--- config.mk ---
export PLATFORM = sky130hd
export DESIGN_NAME = time_set_ctrl
export DESIGN_NICKNAME = d
export VERILOG_FILES = /design/src/rtl/time_set_ctrl.sv
export SDC_FILE = /design/constraint.sdc
export NUM_CORES = 1
export LEC_CHECK = 0
export CAP_MARGIN = 20
export CORE_ASPECT_RATIO = 1.4
export CORE_UTILIZATION = 50
export CTS_CLUSTER_SIZE = 14
export DETAILED_ROUTE_END_ITERATION = 6
export HOLD_SLACK_MARGIN = 0.08
export PLACE_DENSITY = 0.65
export SYNTH_ARGS = -nofsm -noshare
export SYNTH_HDL_FRONTEND = slang
export SYNTH_SLANG_ARGS = --single-unit
--- constraint.sdc ---
create_clock -name tsc_clk -period 7 [get_ports tsc_clk]
set_input_delay 1.05 -clock tsc_clk [delete_from_list [all_inputs] [get_ports tsc_clk]]
set_output_delay 1.05 -clock tsc_clk [all_outputs]
set_load 0.005 [all_outputs]
--- src/rtl/time_set_ctrl.sv ---
// Run/set sequencer for the alarm-clock timekeeping chain: cascades the 1 Hz tick in RUN and
// steers increment presses (with auto-repeat) to the minutes or hours counter in SET.
module time_set_ctrl #(
    parameter int unsigned REPEAT_DLY  = 50_000_000,
    parameter int unsigned REPEAT_PER  = 10_000_000,
    parameter int unsigned TIMEOUT_TCK = 10
) (
    input  logic       tsc_clk,
    input  logic       tsc_rst,
    input  logic       tsc_tick,
    input  logic       tsc_mode_btn,
    input  logic       tsc_inc_btn,
    input  logic       tsc_sec_wrap,
    input  logic       tsc_min_wrap,
    output logic       tsc_sec_en,
    output logic       tsc_min_en,
    output logic       tsc_hr_en,
    output logic       tsc_sec_clr,
    output logic [1:0] tsc_state,
    output logic       tsc_blink
);

    localparam int unsigned RW = $clog2(REPEAT_DLY + 1);
    localparam int unsigned PW = $clog2(REPEAT_PER + 1);
    localparam int unsigned TW = $clog2(TIMEOUT_TCK + 1);

    localparam logic [RW-1:0] RepDly   = RW'(REPEAT_DLY);
    localparam logic [RW-1:0] RepDlyM1 = RW'(REPEAT_DLY - 1);
    localparam logic [PW-1:0] RepPerM1 = PW'(REPEAT_PER - 1);
    localparam logic [TW-1:0] ToutM1   = TW'(TIMEOUT_TCK - 1);

    typedef enum logic [1:0] {
        StRun    = 2'b00,
        StSetMin = 2'b01,
        StSetHr  = 2'b10,
        StBad    = 2'b11
    } state_e;

    state_e        state_q;
    logic          mode_q;
    logic          inc_q;
    logic [RW-1:0] rep_cnt_q;
    logic [PW-1:0] per_cnt_q;
    logic [TW-1:0] to_cnt_q;
    logic          sec_en_q;
    logic          min_en_q;
    logic          hr_en_q;
    logic          sec_clr_q;
    logic          blink_q;

    logic mode_rise;
    logic inc_rise;
    logic inc_hold;
    logic rep_fire;

    assign mode_rise = tsc_mode_btn & ~mode_q;
    assign inc_rise  = tsc_inc_btn & ~inc_q;
    assign inc_hold  = tsc_inc_btn & inc_q;

    // rep_cnt_q lags the hold length by one cycle, then saturates and hands over to per_cnt_q.
    assign rep_fire = inc_hold &&
                      ((rep_cnt_q == RepDlyM1) ||
                       ((rep_cnt_q == RepDly) && (per_cnt_q == RepPerM1)));

    always_ff @(posedge tsc_clk or posedge tsc_rst) begin
        if (tsc_rst) begin
            state_q   <= StRun;
            mode_q    <= 1'b0;
            inc_q     <= 1'b0;
            rep_cnt_q <= '0;
            per_cnt_q <= '0;
            to_cnt_q  <= '0;
            sec_en_q  <= 1'b0;
            min_en_q  <= 1'b0;
            hr_en_q   <= 1'b0;
            sec_clr_q <= 1'b0;
            blink_q   <= 1'b0;
        end else begin
            mode_q    <= tsc_mode_btn;
            inc_q     <= tsc_inc_btn;
            sec_en_q  <= 1'b0;
            min_en_q  <= 1'b0;
            hr_en_q   <= 1'b0;
            sec_clr_q <= 1'b0;

            case (state_q)
                StRun: begin
                    rep_cnt_q <= '0;
                    per_cnt_q <= '0;
                    to_cnt_q  <= '0;
                    blink_q   <= 1'b0;
                    if (mode_rise) begin
                        state_q   <= StSetMin;
                        sec_clr_q <= 1'b1;
                        blink_q   <= 1'b1;
                    end else if (tsc_tick) begin
                        sec_en_q <= 1'b1;
                        min_en_q <= tsc_sec_wrap;
                        hr_en_q  <= tsc_sec_wrap & tsc_min_wrap;
                    end
                end

                StSetMin, StSetHr: begin
                    if (mode_rise) begin
                        // Mode edge wins over any inc activity in the same cycle.
                        state_q   <= (state_q == StSetMin) ? StSetHr : StRun;
                        blink_q   <= (state_q == StSetMin);
                        rep_cnt_q <= '0;
                        per_cnt_q <= '0;
                        to_cnt_q  <= '0;
                    end else begin
                        if (!tsc_inc_btn || inc_rise) begin
                            rep_cnt_q <= '0;
                            per_cnt_q <= '0;
                        end else if (rep_cnt_q != RepDly) begin
                            rep_cnt_q <= rep_cnt_q + RW'(1);
                        end else begin
                            per_cnt_q <= (per_cnt_q == RepPerM1) ? '0 : per_cnt_q + PW'(1);
                        end

                        if (inc_rise || rep_fire) begin
                            if (state_q == StSetMin) begin
                                min_en_q <= 1'b1;
                            end else begin
                                hr_en_q <= 1'b1;
                            end
                        end

                        if (tsc_inc_btn) begin
                            to_cnt_q <= '0;
                        end
                        if (tsc_tick) begin
                            if (!tsc_inc_btn && (to_cnt_q == ToutM1)) begin
                                state_q  <= StRun;
                                to_cnt_q <= '0;
                                blink_q  <= 1'b0;
                            end else begin
                                if (!tsc_inc_btn) begin
                                    to_cnt_q <= to_cnt_q + TW'(1);
                                end
                                blink_q <= ~blink_q;
                            end
                        end
                    end
                end

                default: begin
                    state_q   <= StRun;
                    rep_cnt_q <= '0;
                    per_cnt_q <= '0;
                    to_cnt_q  <= '0;
                    blink_q   <= 1'b0;
                end
            endcase
        end
    end

    assign tsc_sec_en  = sec_en_q;
    assign tsc_min_en  = min_en_q;
    assign tsc_hr_en   = hr_en_q;
    assign tsc_sec_clr = sec_clr_q;
    assign tsc_state   = state_q;
    assign tsc_blink   = blink_q;

endmodule
==> reports/summary.txt <==
outcome - completed
headroom to the max-slew limit - 39.56%
GRT Total Usage - 22.71%
hold_buf cts - 0
Die H - 100.8 um
initial antenna violation count - 0
setup_tns - 0 ps
Fillers - 633
Layout Skew - 6.339 ps
Period Utilization, post-route - 42.68%
total number of yosys warnings - 0
post-detail-place hpwl - 5009 um
Pwr Density - 229.9 nW/um^2
die width - 72.61 um
root buf cell - clkbuf_8
CP arrival - 3250 ps
CTS resizes - 0
largest net degree at the start of global routing - 64
reg2reg start - rep_cnt_q[13]
CP startpoint kind - input port
max-slew violations - 0
number of flops mapped to enable cells by yosys - 0
CTS tree - yes
CTS Buf Count - 9
Synthesized Nets - 395
Initial DRT Pass Iterations - 4
post-DR vias/cell - 5.838
DRC violation total after the first TritonRoute iteration - 175
Period minus WS final - 2987 ps
post-CTS setup buffer count - 0
P_leak - 0.001455 uW
initial core utilization - 52.42%
Avg Cell Area, Syn - 9.183 um^2
vias in the first global route - 2875
Area Overhead vs Synth - 12.01%
Yosys top cell by area - dfrtp_1
Die Area - 7322 um^2
Hold WC Path Type - flop to flop
Routed Antenna Nets - 0
Worst Path Required - 7270 ps
r2r worst-path depth - 6
RSZ-0062 raised after global routing - false
ys async rst share - 100.0%
Cell variety after synth - 48
worst-margin pin slew - 894.5 ps
register area share after synthesis - 45.18%
core area - 6656 um^2
critical path fanouts, max - 26
synth top area cells - dfrtp_1, xnor2_1, nor2_1, a21oi_1, nand3_1
global-route wire length before repair - 12850 um
Nets - 407
Routed wire per std cell - 14.77 um
Final setup viols - 0
final hold violations - 0
ant diodes - 0
Clk Latency, worst-skew pair - 350 ps
CP Class - input port to flop
clk buf depth - 2
Mapped Cells - 380
IO buf count - 13
post-route core utilization - 58.72%
Max VDD drop - 168.0 uV
Fmax - 0.3347 GHz
hold_sp - per_cnt_q[5]
Yosys reg bits - 63
max-cap viol count - 0
RePlAce Congestion - 0.7899
Reg clk slew, reported paths - 70 ps
Rows - 35
Crit. Startpoint - tsc_mode_btn
CP Capture Type - flop
CTS Sinks - 63
DRT Wirelength - 7222 um
detailed-route via count - 2855
H-tree depth - 3
post-synth top area share - 45.18%
Hold Path Stages - 1
mapped cell area - 3490 um^2
ys flop type - dfrtp_1
Tot Pwr - 898.7 uW
share of cells above drive strength 1 - 7.557%
GRT overflow - 0
DRC errors left - 0
Ports - 14
[sequential cells by signal, summed over array words and instances, names as in the netlist]
| register | cells |
|---|---|
| rep_cnt_q | 26 |
| per_cnt_q | 24 |
| to_cnt_q | 4 |
| tsc_state | 2 |
| inc_q | 1 |
| mode_q | 1 |
| tsc_blink | 1 |
| tsc_hr_en | 1 |
| tsc_min_en | 1 |
| tsc_sec_clr | 1 |
| tsc_sec_en | 1 |
[cell usage after synthesis, types with 9 or more instances]
cell type and n:
dfrtp_1 63, inv_1 16, nand2_1 27, o21ai_0 14, or4_1 12, nor3_1 17, or3_1 11, a21oi_1 24
xnor2_1 16, nand4_1 16, and3_1 9, o31ai_1 9, nor2_1 34, clkbuf_1 10, nand3_1 21
[routing by layer]
layer	vias up	part of all wire [%]	global-route usage (%)
li1	1410	-	-
met1	1400	43	26.80
met2	34	52	39.83
met3	11	2.4	4.700
met4	0	1.8	9.050
met5	-	0	0
[cell usage in the layout, fill, tap and decap left out, types with 2 or more instances in the layout]
cell | Yosys | final
a21oi_1 | 24 | 23
inv_1 | 16 | 15
a31oi_1 | 2 | 2
nor2b_1 | 2 | 2
nand3b_1 | 4 | 4
nor4_1 | 6 | 6
ha_1 | 8 | 8
bufinv_16 | 0 | 2
nand4bb_1 | 2 | 2
or4_1 | 12 | 12
o31ai_1 | 9 | 9
o21ai_1 | 2 | 2
clkdlybuf4s50_1 | 0 | 13
mux2i_1 | 6 | 6
or2_2 | 3 | 3
dfrtp_1 | 63 | 63
nand4_1 | 16 | 16
buf_4 | 0 | 2
or3_1 | 11 | 11
xor2_1 | 7 | 7
and3_1 | 9 | 9
nor4bb_1 | 2 | 2
nand2_1 | 27 | 27
and2_1 | 4 | 4
xnor2_1 | 16 | 16
clkbuf_8 | 0 | 9
a41oi_1 | 3 | 3
or3_2 | 2 | 2
nand3_1 | 21 | 21
nor3_1 | 17 | 17
o21ai_0 | 14 | 14
and4_1 | 6 | 6
clkinv_2 | 0 | 4
nand2b_1 | 2 | 2
nor2_1 | 34 | 34
nand4b_1 | 2 | 2
[final cells by class]
| class | count | area [um^2] | share of cell area (%) |
|---|---|---|---|
| clock buffer | 9 | 123.9 | 3.169 |
| timing repair buffer | 16 | 156.4 | 4.001 |
| tap | 92 | 115.1 | 2.945 |
| multi-input combinational | 286 | 1789 | 45.77 |
| clock inverter | 7 | 87.58 | 2.241 |
| sequential | 63 | 1577 | 40.33 |
| inverter | 16 | 60.06 | 1.536 |
[cells by family after synthesis]
group                    share of synthesized area [%]
AND/OR/NAND/NOR                                  30.44
adder cells (fa/ha/maj)                          2.869
multiplexers                                     1.721
XOR/XNOR                                         5.773
flip-flops                                       45.18
buffers and inverters                            3.657
AO/OA/AOI/OAI                                    10.36
[critical path, cell delays in order]
cell and delay, ps:
clkdlybuf4s50_1 500, nand2b_1 170, nand4_1 140, buf_4 300
a21oi_2 200, buf_6 230, or4_1 510, a21oi_1 150
[where the power goes]
| part | internal (uW) | switching, uW | total (uW) |
|---|---|---|---|
| clock | 198 | 146 | 344 |
| combinational | 66.8 | 94.4 | 161 |
| sequential | 381 | 13.0 | 394 |
[metrics by stage]
step | instance area (um^2) | hold slack (ps) | instances | worst slack (ps)
final | 3909 | 521.0 | 489 | 4013
after global placement | 3686 | 501.4 | 472 | 3569
after global routing | 3909 | 547.5 | 489 | 3866
after floorplan | 3490 | 473.2 | 380 | 4323
after detailed placement | 3697 | 513.8 | 473 | 3662
after CTS | 3909 | 523.3 | 489 | 4025
[final timing paths]
path | endpoint | slack (ps)
max in group asynchronous | rep_cnt_q[10] | 5240
setup reg to reg | per_cnt_q[12] | 4470
min in group asynchronous | per_cnt_q[1] | 1250
setup / recovery | per_cnt_q[12] | 4010
hold / removal | per_cnt_q[5] | 520
hold reg to reg | per_cnt_q[5] | 520
Power figures use the tool's default switching activity.
